===== config.mk =====
export PLATFORM = sky130hd
export DESIGN_NAME = ddr2_phy_lane_seq
export DESIGN_NICKNAME = d
export VERILOG_FILES = /design/src/rtl/ddr2_phy_pkg.sv /design/src/rtl/ddr2_cmd_reg.sv /design/src/rtl/ddr2_phy_lane_seq.sv
export SDC_FILE = /design/constraint.sdc
export NUM_CORES = 1
export LEC_CHECK = 0
export ABC_CLOCK_PERIOD_IN_PS = 4200
export BUFFER_PORTS_ARGS = -buffer_cell sky130_fd_sc_hd__buf_2
export CAP_MARGIN = 30
export CORE_MARGIN = 2
export CORE_UTILIZATION = 48
export CTS_CLUSTER_DIAMETER = 60
export DETAILED_ROUTE_END_ITERATION = 8
export PLACE_DENSITY = 0.85
export SLEW_MARGIN = 25
export SYNTH_ARGS = -nofsm -noshare
export SYNTH_HDL_FRONTEND = slang
export SYNTH_HIERARCHICAL = 1
export SYNTH_SLANG_ARGS = --single-unit

===== constraint.sdc =====
create_clock -name clk -period 4.2 [get_ports clk]
set_input_delay 0.63 -clock clk [delete_from_list [all_inputs] [get_ports clk]]
set_output_delay 0.63 -clock clk [all_outputs]
set_load 0.005 [all_outputs]

===== src/rtl/ddr2_phy_pkg.sv =====
// ddr2_phy_pkg: shared state, command-bus types and sizing helpers for the DDR2 lane sequencer
package ddr2_phy_pkg;
    typedef enum logic [2:0] {
        IDLE,
        WR_WAIT,
        WR_PRE,
        WR_BURST,
        WR_POST,
        RD_WAIT,
        RD_BURST
    } state_t;
    typedef struct packed {
        logic cke;
        logic cs_n;
        logic ras_n;
        logic cas_n;
        logic we_n;
        logic odt;
    } cmd_ctl_t;
    localparam int DQ_WIDTH_DEF = 16;
    localparam int DM_WIDTH = DQ_WIDTH_DEF / 8;
    localparam cmd_ctl_t CTL_RST = '{cke: 1'b0, cs_n: 1'b1, ras_n: 1'b1, cas_n: 1'b1, we_n: 1'b1, odt: 1'b0};
    function automatic int cnt_width(input int wl, input int rl, input int bl);
        int m;
        m = wl > rl ? wl : rl;
        m = m > bl ? m : bl;
        return $clog2(m + 1);
    endfunction
endpackage


===== src/rtl/ddr2_cmd_reg.sv =====
// ddr2_cmd_reg: registered command/address bank feeding the DDR2 pads
module ddr2_cmd_reg
    import ddr2_phy_pkg::*;
#(
    parameter int ADDR_WIDTH = 13,
    parameter int BA_WIDTH = 2
) (
    input  logic                  clk,
    input  logic                  rst_n,
    input  cmd_ctl_t              ctl_i,
    input  logic [BA_WIDTH-1:0]   ba_i,
    input  logic [ADDR_WIDTH-1:0] addr_i,
    output cmd_ctl_t              ctl_o,
    output logic [BA_WIDTH-1:0]   ba_o,
    output logic [ADDR_WIDTH-1:0] addr_o
);
    cmd_ctl_t ctl_q, ctl_d;
    logic [BA_WIDTH-1:0] ba_q, ba_d;
    logic [ADDR_WIDTH-1:0] addr_q, addr_d;
    always_comb begin
        ctl_d = ctl_i;
        ba_d = ba_i;
        addr_d = addr_i;
    end
    always_ff @(posedge clk) begin
        if (!rst_n) begin
            ctl_q <= CTL_RST;
            ba_q <= '0;
            addr_q <= '0;
        end else begin
            ctl_q <= ctl_d;
            ba_q <= ba_d;
            addr_q <= addr_d;
        end
    end
    assign ctl_o = ctl_q;
    assign ba_o = ba_q;
    assign addr_o = addr_q;
endmodule


===== src/rtl/ddr2_phy_lane_seq.sv =====
// ddr2_phy_lane_seq: DDR2 pad-side sequencer for command registering, write strobing and read capture
module ddr2_phy_lane_seq
    import ddr2_phy_pkg::*;
#(
    parameter int DQ_WIDTH = DQ_WIDTH_DEF,
    parameter int ADDR_WIDTH = 13,
    parameter int BA_WIDTH = 2,
    parameter int BURST_LEN = 4,
    parameter int WL = 2,
    parameter int RL = 3
) (
    input  logic                    clk,
    input  logic                    rst_n,
    input  logic                    cke_i,
    input  logic                    cs_n_i,
    input  logic                    ras_n_i,
    input  logic                    cas_n_i,
    input  logic                    we_n_i,
    input  logic                    odt_i,
    input  logic [BA_WIDTH-1:0]     ba_i,
    input  logic [ADDR_WIDTH-1:0]   addr_i,
    output logic                    cke_o,
    output logic                    cs_n_o,
    output logic                    ras_n_o,
    output logic                    cas_n_o,
    output logic                    we_n_o,
    output logic                    odt_o,
    output logic [BA_WIDTH-1:0]     ba_o,
    output logic [ADDR_WIDTH-1:0]   addr_o,
    input  logic                    wr_start,
    input  logic                    rd_start,
    input  logic [DQ_WIDTH-1:0]     wr_data,
    input  logic [DQ_WIDTH/8-1:0]   wr_mask,
    output logic                    wr_data_ack,
    output logic [DQ_WIDTH-1:0]     dq_out,
    output logic [DQ_WIDTH/8-1:0]   dm_out,
    output logic                    dq_oe,
    output logic [DQ_WIDTH/8-1:0]   dqs_out,
    output logic                    dqs_oe,
    input  logic [DQ_WIDTH-1:0]     dq_in,
    output logic                    ri_o,
    output logic [DQ_WIDTH-1:0]     rd_data,
    output logic                    rd_valid,
    output logic                    busy,
    output logic                    cmd_err
);
    localparam int DMW = DQ_WIDTH / 8;
    localparam int CW = cnt_width(WL, RL, BURST_LEN);
    cmd_ctl_t ctl_in, ctl_out;
    state_t state_q, state_d;
    logic [CW-1:0] cnt_q, cnt_d;
    logic [DQ_WIDTH-1:0] dq_q, dq_d, rd_q, rd_d;
    logic [DMW-1:0] dm_q, dm_d;
    logic rd_valid_q, rd_valid_d, cmd_err_q, cmd_err_d;
    logic ack, counting;
    assign ctl_in = {cke_i, cs_n_i, ras_n_i, cas_n_i, we_n_i, odt_i};
    assign {cke_o, cs_n_o, ras_n_o, cas_n_o, we_n_o, odt_o} = ctl_out;
    ddr2_cmd_reg #(.ADDR_WIDTH(ADDR_WIDTH), .BA_WIDTH(BA_WIDTH)) u_cmd_reg (
        .clk   (clk),
        .rst_n (rst_n),
        .ctl_i (ctl_in),
        .ba_i  (ba_i),
        .addr_i(addr_i),
        .ctl_o (ctl_out),
        .ba_o  (ba_o),
        .addr_o(addr_o)
    );
    always_comb begin
        state_d = state_q;
        case (state_q)
            IDLE:     state_d = wr_start ? (WL == 0 ? WR_PRE : WR_WAIT) : (rd_start ? RD_WAIT : IDLE);
            WR_WAIT:  state_d = cnt_q == CW'(WL - 1) ? WR_PRE : WR_WAIT;
            WR_PRE:   state_d = WR_BURST;
            WR_BURST: state_d = cnt_q == CW'(BURST_LEN - 1) ? WR_POST : WR_BURST;
            WR_POST:  state_d = IDLE;
            RD_WAIT:  state_d = cnt_q == CW'(RL - 1) ? RD_BURST : RD_WAIT;
            RD_BURST: state_d = cnt_q == CW'(BURST_LEN - 1) ? IDLE : RD_BURST;
            default:  state_d = IDLE;
        endcase
        counting = state_q inside {WR_WAIT, WR_BURST, RD_WAIT, RD_BURST};
        cnt_d = state_d != state_q ? '0 : (counting ? cnt_q + CW'(1) : cnt_q);
        ack = state_q == WR_PRE || (state_q == WR_BURST && cnt_q != CW'(BURST_LEN - 1));
        dq_d = ack ? wr_data : dq_q;
        dm_d = ack ? wr_mask : dm_q;
        rd_d = state_q == RD_BURST ? dq_in : rd_q;
        rd_valid_d = state_q == RD_BURST;
        cmd_err_d = (wr_start || rd_start) && (state_q != IDLE || (wr_start && rd_start));
    end
    always_ff @(posedge clk) begin
        if (!rst_n) begin
            state_q <= IDLE;
            cnt_q <= '0;
            dq_q <= '0;
            dm_q <= '0;
            rd_q <= '0;
            rd_valid_q <= 1'b0;
            cmd_err_q <= 1'b0;
        end else begin
            state_q <= state_d;
            cnt_q <= cnt_d;
            dq_q <= dq_d;
            dm_q <= dm_d;
            rd_q <= rd_d;
            rd_valid_q <= rd_valid_d;
            cmd_err_q <= cmd_err_d;
        end
    end
    assign wr_data_ack = ack;
    assign dq_out = dq_q;
    assign dm_out = dm_q;
    assign dq_oe = state_q == WR_BURST;
    assign dqs_oe = state_q inside {WR_PRE, WR_BURST, WR_POST};
    assign dqs_out = {DMW{state_q == WR_BURST && !cnt_q[0]}};
    assign ri_o = state_q == RD_BURST;
    assign rd_data = rd_q;
    assign rd_valid = rd_valid_q;
    assign busy = state_q != IDLE;
    assign cmd_err = cmd_err_q;
endmodule


==> flow_summary.yaml <==
placed_design:
  io_buffers: 122
  post-place-ws_ns: 1.91
  postPlaceCellArea_sq_um: 3000
  gp_congestion: 0.789
  dp.final_hpwl_um: 3890
power_and_ir_drop:
  p_sw_mw: 0.298
  cellPowerDensity_nw_per_um2: 403
  power.share.clock_pct: 38.7
  comb_power_share_pct: 11.4
  seqPwrFrac_pct: 49.8
  ir_worst_vdd_uv: 198
  p_leak_nw: 1.48
  p_total_mw: 1.28
  power_switching_share_pct: 23.2
  p_int_mw: 0.985
final_layout:
  nFillCells: 419
  regArea_sq_um: 1260
  antenna_cells: 0
  fin_nets: 437
  area_growth_syn_to_layout_pct: 33.5
  multi_input_area_sq_um: 1020
  drive_gt1_share_pct: 38.5
  final_cell_area_sq_um: 3190
synth:
  synthArstFlopShare_pct: 0
  synth.distinct_cells: 35
  netlist_area_sq_um: 2390
  synth-xor-area-share_pct: 1.47
  synth_top_family_by_area: "simple AND/OR/NAND/NOR gates"
  yosysTopAreaCell: "dfxtp_1"
  synth_ff_type: "dfxtp_1"
  netlist_top_cells_count: "71 x nand2_1, 63 x dfxtp_1, 35 x a21boi_1"
  synth_fa_ha_area_share_pct: 2.99
  syn_inst: 256
  synth-seq-cells: 63
  yosysMostFrequentCell: "nand2_1"
  synth_top_area_share_pct: 52.8
  yosysWarnings: 6
  synthSimpleGateAreaFrac_pct: 24.5
  synth_edf_count: 0
  synth.top_cells.by_area: "dfxtp_1 53%, nand2_1 11%, a21boi_1 11%"
  yosysSeqAreaShare_pct: 52.8
  syn_nets: 319
  synth_compound_area_share_pct: 13.5
  synth.area.mux_share_pct: 0.472
  postSynthAreaPerCell_sq_um: 9.33
drt:
  vias: 2049
  drtIter0Drc: 81
  postRouteAntennaNets: 0
  drt-vias-per-instance: 4.59
  routedWlPerCell_um: 11.8
  dr.pass1.iters: 4
  wl_um: 5250
  drcViolationCount: 0
cts:
  cts-root-buf: "clkbuf_8"
  cts_made_buffers: 9
  h-tree-depth: 3
  insertion_delay_ns: 0.33
  postCtsResizedCells: 0
  clk_pin_slew_worst_paths_ns: 0.06
  ctsHoldBuffers: 0
  post_cts_buffers: 0
  cts_tree: "yes"
  cts.sinks: 63
  cts_buffer_depth: 2
grt:
  grt_pass1_vias: 1846
  grt_max_degree: 62
  grt_pass1_wl_um: 8090
  gr-total-overflow: 0
  track_usage_pct: 19.1
  antenna_found_initial: 0
sta:
  max_freq_mhz: 375
  period_needed_ns: 2.67
  clock_skew_ns: 0.00536
  final.setup.tns_ns: 0
  period_share_pct: 63.5
  setup_viol: 0
  drv_slew: 0
  final-hold-violation-count: 0
  worst_pin_slew_ns: 0.799
  layout_setup_ws_ns: 1.53
  slew_headroom_pct: 46.7
  rsz0062_at_grt: "false"
worst_setup_path:
  cp_num_buf_inv: 2
  r2r_start: "cnt_q[0]$_SDFFE_PP0P_"
  cp.arrival_ns: 2.04
  cp-end-kind: "output pin"
  path_cells: "nand2_1, or2_1, inv_2, buf_2"
  worstPathMaxFanout: 18
  regToRegSetupSlack_ns: 2.23
  cp.required_ns: 3.57
  critPathSlowestCell: "dfxtp_1"
  ff2ff_path_depth: 7
  r2r_end: "cnt_q[1]$_SDFFE_PP0P_"
  start_kind: "flip-flop"
  max_stage_delay_ns: 0.61
  critical-path-top-delay-family: "flip-flops"
  path_class: "flip-flop to output pin"
die:
  core-area_sq_um: 4750
  initial_core_util_pct: 50.2
  die_area_sq_um: 5550
  rows: 25
  die_h_um: 74.5
  io_pins: 123
  die_x_um: 74.5
flow_run:
  cap_violations: 0
run_status:
  status: "completed"
worst_hold_path:
  hp-class: "flip-flop to flip-flop"
  hp-start: "rd_data[15]$_SDFFE_PN0N_"
  min_to: "rd_data[15]$_SDFFE_PN0N_"
  hold_depth: 2
[state kept, by name, summed over array words and instances, names as in the netlist]
name and cells:
u_cmd_reg/ctl_o 6, cmd_err 1, rd_data 16, state_q 3, rd_valid 1, cnt_q 3
dm_out 2, u_cmd_reg/addr_o 13, u_cmd_reg/ba_o 2, dq_out 16
[worst max path at each step]
stage	cells after the start	from	endpoint	slack (ns)
global placement	4	state_q[2]$_SDFF_PN0_	ri_o	1.95
floorplan	6	cnt_q[0]$_SDFFE_PP0P_	wr_data_ack	2.36
finish	4	state_q[2]$_SDFF_PN0_	ri_o	1.53
detailed placement	4	state_q[2]$_SDFF_PN0_	ri_o	1.91
CTS	4	state_q[2]$_SDFF_PN0_	ri_o	1.54
global route	4	state_q[2]$_SDFF_PN0_	ri_o	1.40
[through the flow]
stage | util, % | hold slack [ns] | std cells
2_1_floorplan | - | 0.451 | 256
3_3_place_gp | 63.1 | 0.437 | 430
3_5_place_dp | 63.1 | 0.443 | 430
4_1_cts | 67.1 | 0.451 | 446
5_1_grt | 67.1 | 0.468 | 446
6_report | 67.1 | 0.449 | 446
[tightest hold or removal path, cell delays in order, from the launching register on]
cell      delay (ns)
dfxtp_1         0.31
nand2_1         0.05
a21boi_1        0.05
[layout by cell type, fill, tap and decap left out, drive strengths merged, types with 2 or more instances in the layout]
master,Yosys,routed
clkbuf,5,12
nor2,3,3
buf,10,122
xnor2,2,2
dfxtp,63,63
a21oi,3,3
nand2b,9,9
inv,5,5
maj3,2,2
nand2,72,72
xor2,2,2
a21boi,35,35
nor3,3,3
clkinv,0,3
nand3,2,2
and2,22,22
ha,4,4
[final cells by class]
cell class | instances | area share [%]
clock buffer | 12 | 4.55
clock inverter | 4 | 1.41
inverter | 5 | 0.589
multi-input combinational | 173 | 32.1
sequential | 63 | 39.6
tap | 67 | 2.63
timing repair buffer | 122 | 19.2
[power groups by stage]
stage / clock network (mW) / registers, mW / logic [mW]
after floorplan: 0 / 0.645 / 0.0946
after global placement: 0 / 0.650 / 0.145
after detailed placement: 0 / 0.652 / 0.148
after CTS: 0.513 / 0.639 / 0.148
after global routing: 0.539 / 0.642 / 0.165
final: 0.497 / 0.640 / 0.147
[cell families after synthesis]
group / count (synthesis)
AOI/OAI and AO/OA: 42
DFF: 63
xor gates and xnor gates: 4
adders and majority gates: 6
and+or+nand+nor: 120
muxes: 1
buffers and inverters: 20
[routing by layer]
metal / routed length, um / vias up / track usage (%)
li1: - / 1059 / -
met1: 2310 / 906 / 23.4
met2: 2510 / 75 / 31.3
met3: 315 / 9 / 4.47
met4: 117 / 0 / 9.72
met5: 0 / - / 0
(Power assumes the default switching activity.)
